[src/rtl/pc_fetch_unit.sv]
// pc_fetch_unit: MIPS32 fetch PC with prioritised redirects and stall-time redirect buffering.
// Optional PC_ALIGN_CHECK_EN: flags misaligned redirect targets and clears their low two bits.
module pc_fetch_unit #(
   parameter int ADDR_W = 32,
   parameter int INC = 4,
   parameter logic [ADDR_W-1:0] RESET_VEC = '0,
   parameter logic [ADDR_W-1:0] EXC_VEC = ADDR_W'(32'h180)
)(
   input  logic              clk,
   input  logic              rst_n,
   input  logic              stall,
   input  logic              exc,
   input  logic              br_taken,
   input  logic [ADDR_W-1:0] br_target,
   input  logic              jmp_taken,
   input  logic [ADDR_W-1:0] jmp_target,
   output logic [ADDR_W-1:0] pc,
   output logic [ADDR_W-1:0] pc_next,
   output logic              pc_valid,
   output logic              redirect_pending,
   output logic              misalign_err
);
   typedef enum logic [1:0] {RESET, RUN, HOLD, HOLD_PEND} stateT;
   stateT state, stateNext;
   logic [1:0] pendLvl, pendLvlNext, incLvl;
   logic [ADDR_W-1:0] pendTgt, pendTgtNext, incRaw, incTgt;
   logic pend, running, incWins;
   always_comb begin
      incLvl = exc ? 2'd3 : br_taken ? 2'd2 : jmp_taken ? 2'd1 : 2'd0;
      incRaw = exc ? EXC_VEC : br_taken ? br_target : jmp_target;
`ifdef PC_ALIGN_CHECK_EN
      incTgt = {incRaw[ADDR_W-1:2], 2'b00};
`else
      incTgt = incRaw;
`endif
      pend = state == HOLD_PEND;
      running = state != RESET;
      // a newer request of equal level replaces the buffered one
      incWins = incLvl != 2'd0 && (!pend || incLvl >= pendLvl);
      pc_next = (!running || stall) ? pc : incWins ? incTgt : pend ? pendTgt : pc + ADDR_W'(INC);
      stateNext = (!running || !stall) ? RUN : (pend || incWins) ? HOLD_PEND : HOLD;
      pendLvlNext = (running && stall) ? (incWins ? incLvl : pendLvl) : 2'd0;
      pendTgtNext = (running && stall && incWins) ? incTgt : pendTgt;
   end
   always_ff @(posedge clk or negedge rst_n) begin
      if (!rst_n) begin
         state <= RESET;
         pc <= RESET_VEC;
         pendLvl <= 2'd0;
         pendTgt <= '0;
      end else begin
         state <= stateNext;
         pc <= pc_next;
         pendLvl <= pendLvlNext;
         pendTgt <= pendTgtNext;
      end
   end
   assign pc_valid = running;
   assign redirect_pending = pend;
`ifdef PC_ALIGN_CHECK_EN
   logic misalign;
   always_ff @(posedge clk or negedge rst_n) begin
      if (!rst_n) misalign <= 1'b0;
      else if (running && incWins && incRaw[1:0] != 2'b00) misalign <= 1'b1;
   end
   assign misalign_err = misalign;
`else
   assign misalign_err = 1'b0;
`endif
endmodule

[config.mk]
export PLATFORM = sky130hd
export DESIGN_NAME = pc_fetch_unit
export DESIGN_NICKNAME = d
export VERILOG_FILES = /design/src/rtl/pc_fetch_unit.sv
export SDC_FILE = /design/constraint.sdc
export NUM_CORES = 1
export LEC_CHECK = 0
export ABC_AREA = 1
export CAP_MARGIN = 10
export CELL_PAD_IN_SITES_DETAIL_PLACEMENT = 0
export CELL_PAD_IN_SITES_GLOBAL_PLACEMENT = 1
export CORE_AREA = 2 2 127 129
export DETAILED_ROUTE_END_ITERATION = 6
export DIE_AREA = 0 0 129 131
export PLACE_DENSITY = 0.81
export SLEW_MARGIN = 5
export SYNTH_ARGS = -nofsm -noshare
export SYNTH_HDL_FRONTEND = slang
export SYNTH_SLANG_ARGS = --single-unit
export TNS_END_PERCENT = 20
[constraint.sdc]
create_clock -name clk -period 3.4 [get_ports clk]
set_input_delay 0.34 -clock clk [delete_from_list [all_inputs] [get_ports clk]]
set_output_delay 0.34 -clock clk [all_outputs]
set_load 0.1 [all_outputs]
# After elaboration in Yosys (flattened, before gate mapping)
# Cells that the tools add are included.
# classes
n_addsub	1
n_mul	0
div_mod_pow	0
magnitude_cmp	1
eq_ne	2
shifts	0
mux	12
bitwise_logic	0
reduce_logical	12
# op_table
op	count
2-to-1 mux 32 bit	5
adder 32 x 3 -> 32 bit (second input constant)	1
2-to-1 mux 2 bit	5
logical OR 1 bit	4
nonzero test 2 bit	2
logical AND 1 bit	3
logical NOT 1 bit	3
equality test 2 bit (second input constant)	1
>= comparator 2 bit	1
2-to-1 mux 1 bit	2
!= test 2 bit (second input constant)	1
# word_totals
ff_bits	68
latch_bits	0
mem_bits_rw	0
rom_bits	0
in_bits	70
mem_count	0

# Longest topological paths before layout
# Gate-level depths: netlist of the first run.
# logic_depth
depth_word	9
depth_mapped	15
mapped_depth_nobuf	13

# Worst setup path after synthesis of the first run
# OpenSTA, ideal clock, no wires.
# synth_timing
kind	register -> output
startpoint	register pc[3]
endpoint	output port pc_next[18]
arrival_time_ns	3.526
required_time_ns	3.060
slack_ns	-0.466
stages_incl_launch_ff	10
path_buffers	0
path_cell_list	dfrtp_1 ha_1 nand2_1 nor2_2 nand2_2 nor2_2 nand2_1 nand3_1 nand2_1 a22oi_1
# synth_via
elab_chain_len	4
# synth_rtl
item	line	text
start, declared	17	output logic [ADDR_W-1:0] pc,
start signal, assigned	53	pc <= pc_next;
adder 32 x 3 -> 32 bit	40	pc_next = (!running || stall) ? pc : incWins ? incTgt : pend ? pendTgt : pc + ADDR_W'(INC);
2-to-1 mux 32 bit (3 in series)	40	
end, declared	18	output logic [ADDR_W-1:0] pc_next,
# No other way between the ends.

# Worst setup path in the final report of the first run
# layout_timing
startpoint	input port br_taken
endpoint	output port pc_next[17]
# layout_via
elab_chain_len	7
word_cells_on_any_way	10
# layout_rtl
item	line	text
start, declared	13	input logic br_taken,
2-to-1 mux 2 bit (2 in series)	29	incLvl = exc ? 2'd3 : br_taken ? 2'd2 : jmp_taken ? 2'd1 : 2'd0;
>= comparator 2 bit	39	incWins = incLvl != 2'd0 && (!pend || incLvl >= pendLvl);
logical OR 1 bit	39	
logical AND 1 bit	39	
2-to-1 mux 32 bit * (2 in series)	40	
# Mark *: on every way between the ends. The rest lies on a longest branch, timed or not.

==> results of run 1 <==
-- state kept, by name (all words and copies together), names as in the netlist --
register  flops
pendLvl       2
pendTgt      32
state         2
pc           32
-- routing by layer --
layer	track usage, %	wire [um]
met3	3.66	875
met4	6.20	282
met2	27.6	6660
met5	0	0
met1	28.1	7560
-- placed cells by master (no fill, tap or decap), types with 2 or more instances in the layout --
master and count:
nor2_1 200, nand2_1 179, clkdlybuf4s50_1 101, dfrtp_1 68
o21ai_0 64, inv_1 42, nand3_1 40, buf_12 33
a21oi_1 20, buf_4 14, clkbuf_16 9, a21oi_2 8
nor2_2 7, o21ai_1 6, o21ai_2 6, a22oi_2 5
xor2_1 4, clkbuf_1 4, a22oi_1 3, xnor2_1 3
o211ai_1 3, ha_1 3, inv_4 2, nand2_2 2
and2_1 2, clkbuf_8 2
-- power breakdown --
part           switching [mW]  total (mW)  internal, mW
sequential              0.144        1.08         0.938
clock                   0.350       0.959         0.609
combinational            1.48        2.09         0.611
-- cells by family (layout without fill, tap and decap cells) --
group / after synthesis / count (layout) / share of synthesized area (%)
fa+ha+maj: 3 / 3 / 0.819
other cells: 1 / 1 / 0.0818
compound gates: 116 / 116 / 14.5
xor+xnor: 7 / 7 / 1.34
buf+inv: 81 / 211 / 8.46
flops: 68 / 68 / 37.1
simple gates: 434 / 434 / 37.7
-- critical path: cells and delay by family --
| kind | cells | cell delay (ps) |
|---|---|---|
| AO/OA/AOI/OAI | 3 | 680 |
| adder cells (fa/ha/maj) | 1 | 250 |
| buffers and inverters | 4 | 1040 |
| AND/OR/NAND/NOR | 4 | 410 |
-- layout make-up --
type / instances / area (um2)
inverter: 45 / 174
multi-input combinational: 561 / 2530
clock buffer: 15 / 268
tap: 216 / 270
fill: 1613 / 8830
clock inverter: 1 / 30.0
timing repair buffer: 150 / 1790
sequential: 68 / 1700
-- path summary, 6_finish.rpt --
path / to / slack (ps)
setup / recovery: pc_next[17] / 320
max in group asynchronous: pc[31] / 2240
hold reg to reg: pendTgt[1] / 480
hold / removal: pc[3] / 440
min in group clk: pendTgt[1] / 480
setup reg to reg: pendTgt[24] / 1380
-- metrics by stage --
stage | area (um2) | setup TNS (ps)
CTS | 6760 | 0
detailed placement | 6450 | 0
finish | 6760 | 0
global placement | 6450 | 0
global route | 6760 | 0
floorplan | 4620 | -5390
==> impl_metrics.tcl, run 1 <==
set metrics [dict create \
    hold_violations 0 \
    endpoint_kind "primary output" \
    async_reset_ff_share_pct 100 \
    crit_chain "clkdlybuf4s50_1, inv_4, a21oi_4, ha_1, o21ai_0, nand2_1, nand2_4, inv_4, nor2_2, nand2_1, a22oi_1, buf_12" \
    drv_cap 0 \
    root_buffer "clkbuf_16" \
    hpwl_um 11800 \
    synth_warnings 0 \
    drt_first_pass_iters 6 \
    path_clk_slew_ps 50 \
    syn-num-nets 783 \
    ys_seq_elements 68 \
    start_util_pct 29.4 \
    setup_viol_count_final 0 \
    cts_hold_buf 1 \
    clk_latency_ps 350 \
    postLayoutCoreUtil_pct 43.4 \
    worstSetupStartpoint "br_taken" \
    vdd_drop_max_mv 0.253 \
    grt_use_total_pct 18.9 \
    cp_slowest_cell "clkdlybuf4s50_1" \
    min_period_ps 3080 \
    seq_area_frac_synth_pct 37.1 \
    post-place-ws_ps 338 \
    worstMarginPinSlew_ps 1000 \
    timing.hold.ws_ps 436 \
    drtIter0Drc 444 \
    synth_top_area_share_pct 37.1 \
    rsz0062_at_grt "no" \
    relSlewSlack_pct 33.0 \
    nNetsFinal 908 \
    core_area_um2 15600 \
    drv_slew 0 \
    synthToLayoutAreaGrowth_pct 47.5 \
    cts_made_buffers 9 \
    synth.most_common_cell "nor2_1" \
    skew_ps 6.55 \
    vias_per_cell 4.59 \
    fin_ws_ps 318 \
    cp_slowest_stage_delay_ps 610 \
    gp_congestion 0.823 \
    tritoncts "built" \
    dieHeight_um 131 \
    hold_class "input pin to asynchronous set/reset pin" \
    diodes 0 \
    path_max_fanout 32 \
    crit_type "input pin to primary output" \
    num_rows 46 \
    max_freq_ghz 0.325 \
    clock_path_buffers 2 \
    post_synth.cell_area_avg_um2 6.46 \
    ant_nets 0 \
    die_area_um2 16900 \
    synthTopCellsByArea "dfrtp_1, nor2_1, nand2_1, o21ai_0, nand3_1" \
    grt_pass1_wl_um 24500 \
    p_leak_nw 3.00 \
    period_share_pct 90.6 \
    wl_per_cell_um 14.6 \
    total_power_mw 4.13 \
    powerDensity_nw_per_um2 611 \
    place_inst 1039 \
    die_w_um 129 \
    drive_gt1_share_pct 11.3 \
    netlist_top_cells_count "nor2_1, nand2_1, dfrtp_1" \
    antenna_found_initial 0 \
    clock_sinks 68 \
    status "completed" \
    io_pins 137 \
    dr_total_vias 4845 \
    overflow 0 \
    synth_cells 710 \
    synth_edf_count 0 \
    drc_errors 0 \
    reg2regPathDepth 9 \
    critPathRequiredTime_ps 3060 \
    numPortBuffers 135 \
    r2r_start "pendLvl[0]" \
    yosysTopAreaCell "dfrtp_1" \
    cp-start-kind "input pin" \
    ctsHtreeMaxLevel 3 \
    grt_max_degree 38 \
    ys_types 32 \
    synth_flop_cell "dfrtp_1" \
    arrival_ps 2740 \
    drt-total-wl_um 15400 \
    ctsResizeCount 0 \
    synth_area_um2 4580 \
    post-cts-setup-buffers 0 \
    fin_cells 1056 \
    grt_pass1_vias 4452 \
]
No activity file was read; power rests on OpenSTA's default activity.
==> inputs of run 2 (changes only) <==
- CORE_AREA: 2 2 127 129 -> 2 2 178 93
- DIE_AREA: 0 0 129 131 -> 0 0 180 95
==> run 2 against run 1 <==
Core utilization barely moved. Die area rose by 1.2%. Non-clock buffer count rose by 5. Critical path type unchanged. Via count rose by 3.7%. Clock-buffer cell count fell by 4. Largest power group unchanged.
==> impl_metrics.tcl, run 2 (same netlist as run 1, synthesis figures left out) <==
set metrics [dict create \
    nFillCells 1611 \
    hold_class "input pin to asynchronous set/reset pin" \
    worstSetupStartpoint "br_taken" \
    drc_errors 0 \
    cp-start-kind "input pin" \
    clock_path_buffers 2 \
    numPortBuffers 135 \
    clock_sinks 68 \
    cts_hold_buf 1 \
    crit_chain "clkdlybuf4s50_1, inv_4, a21oi_4, ha_1, o21ai_0, nand2_1, nand2_4, buf_4, nor2_1, nor2_1, a21oi_2, buf_12" \
    path_clk_slew_ps 60 \
    place_inst 1038 \
    worstMarginPinSlew_ps 1020 \
    gp_congestion 0.843 \
    cp_slowest_stage_delay_ps 590 \
    post-cts-setup-buffers 0 \
    grt_max_degree 34 \
    arrival_ps 2720 \
    vdd_drop_max_mv 0.313 \
    fin_cells 1055 \
    nNetsFinal 913 \
    period_share_pct 90.1 \
    hpwl_um 13300 \
    p_leak_nw 3.03 \
    critPathRequiredTime_ps 3060 \
    wl_per_cell_um 16.1 \
    grt_pass1_vias 4728 \
    r2r_start "pendLvl[0]" \
    die_w_um 180 \
    skew_ps 12.1 \
    crit_top_cell "nor2_1" \
    drt-total-wl_um 17000 \
    vias_per_cell 4.76 \
    dieHeight_um 95 \
    diodes 0 \
    postLayoutCoreUtil_pct 43.3 \
    powerDensity_nw_per_um2 617 \
    relSlewSlack_pct 32.0 \
    ctsResizeCount 0 \
    io_pins 137 \
    tritoncts "built" \
    die_area_um2 17100 \
    reg2regPathDepth 9 \
    hold_violations 0 \
    drt_first_pass_iters 4 \
    num_rows 33 \
    drv_slew 0 \
    fin_tns_setup_ps 0 \
    final_cell_mix "nor2_1, nand2_1, clkdlybuf4s50_1" \
    r2r-end "pendTgt[10]" \
    grt_pass1_wl_um 27100 \
    total_power_mw 4.21 \
    ant_nets 0 \
    drive_gt1_share_pct 12.3 \
    path_max_fanout 21 \
    clk_latency_ps 340 \
    dr_total_vias 5025 \
    ctsHtreeMaxLevel 3 \
    reg_top3 "pc (32), pendTgt (32)" \
    start_util_pct 29.1 \
    antenna_found_initial 0 \
    synthToLayoutAreaGrowth_pct 48.7 \
    cp_slowest_cell "clkdlybuf4s50_1" \
    max_freq_ghz 0.327 \
    core_area_um2 15700 \
    overflow 0 \
    multi_input_area_um2 2530 \
    timing.reg2reg.setup_slack_ps 1160 \
    cts_made_buffers 9 \
    drv_cap 0 \
    status "completed" \
    endpoint_kind "primary output" \
    seqCellArea_um2 1700 \
    root_buffer "clkbuf_16" \
    crit_type "input pin to primary output" \
    min_period_ps 3060 \
    layout_commonest_cell "nor2_1" \
    drtIter0Drc 409 \
    setup_viol_count_final 0 \
    crit_buf_inv 4 \
    rsz0062_at_grt "no" \
    path_delay_family "buffers and inverters" \
    grt_use_total_pct 20.6 \
]
==> run 2: cell count changes in the layout (fill, tap and decap cells not counted), sizes merged <==
cell and change:
inv +1, clkbuf -4, clkinvlp +2, buf +5, clkinv +1
==> run 2: worst max-delay path by stage <==
stage | cells past startpoint | slack (ps) | end
floorplan | 7 | -280 | pc_next[11]
global placement | 11 | 360 | pc_next[5]
detailed placement | 11 | 340 | pc_next[5]
CTS | 11 | 330 | pc_next[5]
global route | 11 | 120 | pc_next[6]
finish | 12 | 340 | pc_next[24]
==> run 2: final cells by class <==
| class | instances | area share (%) |
|---|---|---|
| clock buffers | 11 | 3.71 |
| clock inverters | 5 | 0.862 |
| inverters | 45 | 2.55 |
| multi-input cells | 561 | 37.1 |
| flip-flops and latches | 68 | 25.0 |
| well taps | 210 | 3.85 |
| repair buffers | 155 | 27.0 |
==> run 2: through the flow <==
stage	setup slack, ps	hold WS [ps]	area [um2]
6_report	338	462	6820
3_5_place_dp	338	268	6500
3_3_place_gp	356	267	6500
2_1_floorplan	-280	44.4	4620
5_1_grt	124	504	6820
4_1_cts	335	463	6820
==> run 2: worst register-to-register path, cell delays in order, from the launching register on <==
cell	delay [ps]
dfrtp_1	380
ha_1	290
o21ai_0	170
nand2_1	110
nand2_4	100
buf_4	240
nor2_4	100
inv_2	350
buf_4	270
o21ai_0	100
==> run 2: where the power goes <==
| group | total, mW | internal [mW] | switching, mW |
|---|---|---|---|
| clock network | 0.987 | 0.609 | 0.377 |
| registers | 1.09 | 0.937 | 0.157 |
| logic | 2.13 | 0.621 | 1.50 |
| total | 4.21 | 2.17 | 2.04 |
==> run 2: routing by layer <==
| layer | vias to the layer above | global-route usage, % | wire length [um] |
|---|---|---|---|
| met4 | 0 | 2.78 | 77 |
| met3 | 8 | 5.98 | 1500 |
| met5 | - | 0 | 0 |
| li1 | 2513 | - | - |
| met2 | 197 | 26.0 | 5910 |
| met1 | 2307 | 33.5 | 9470 |
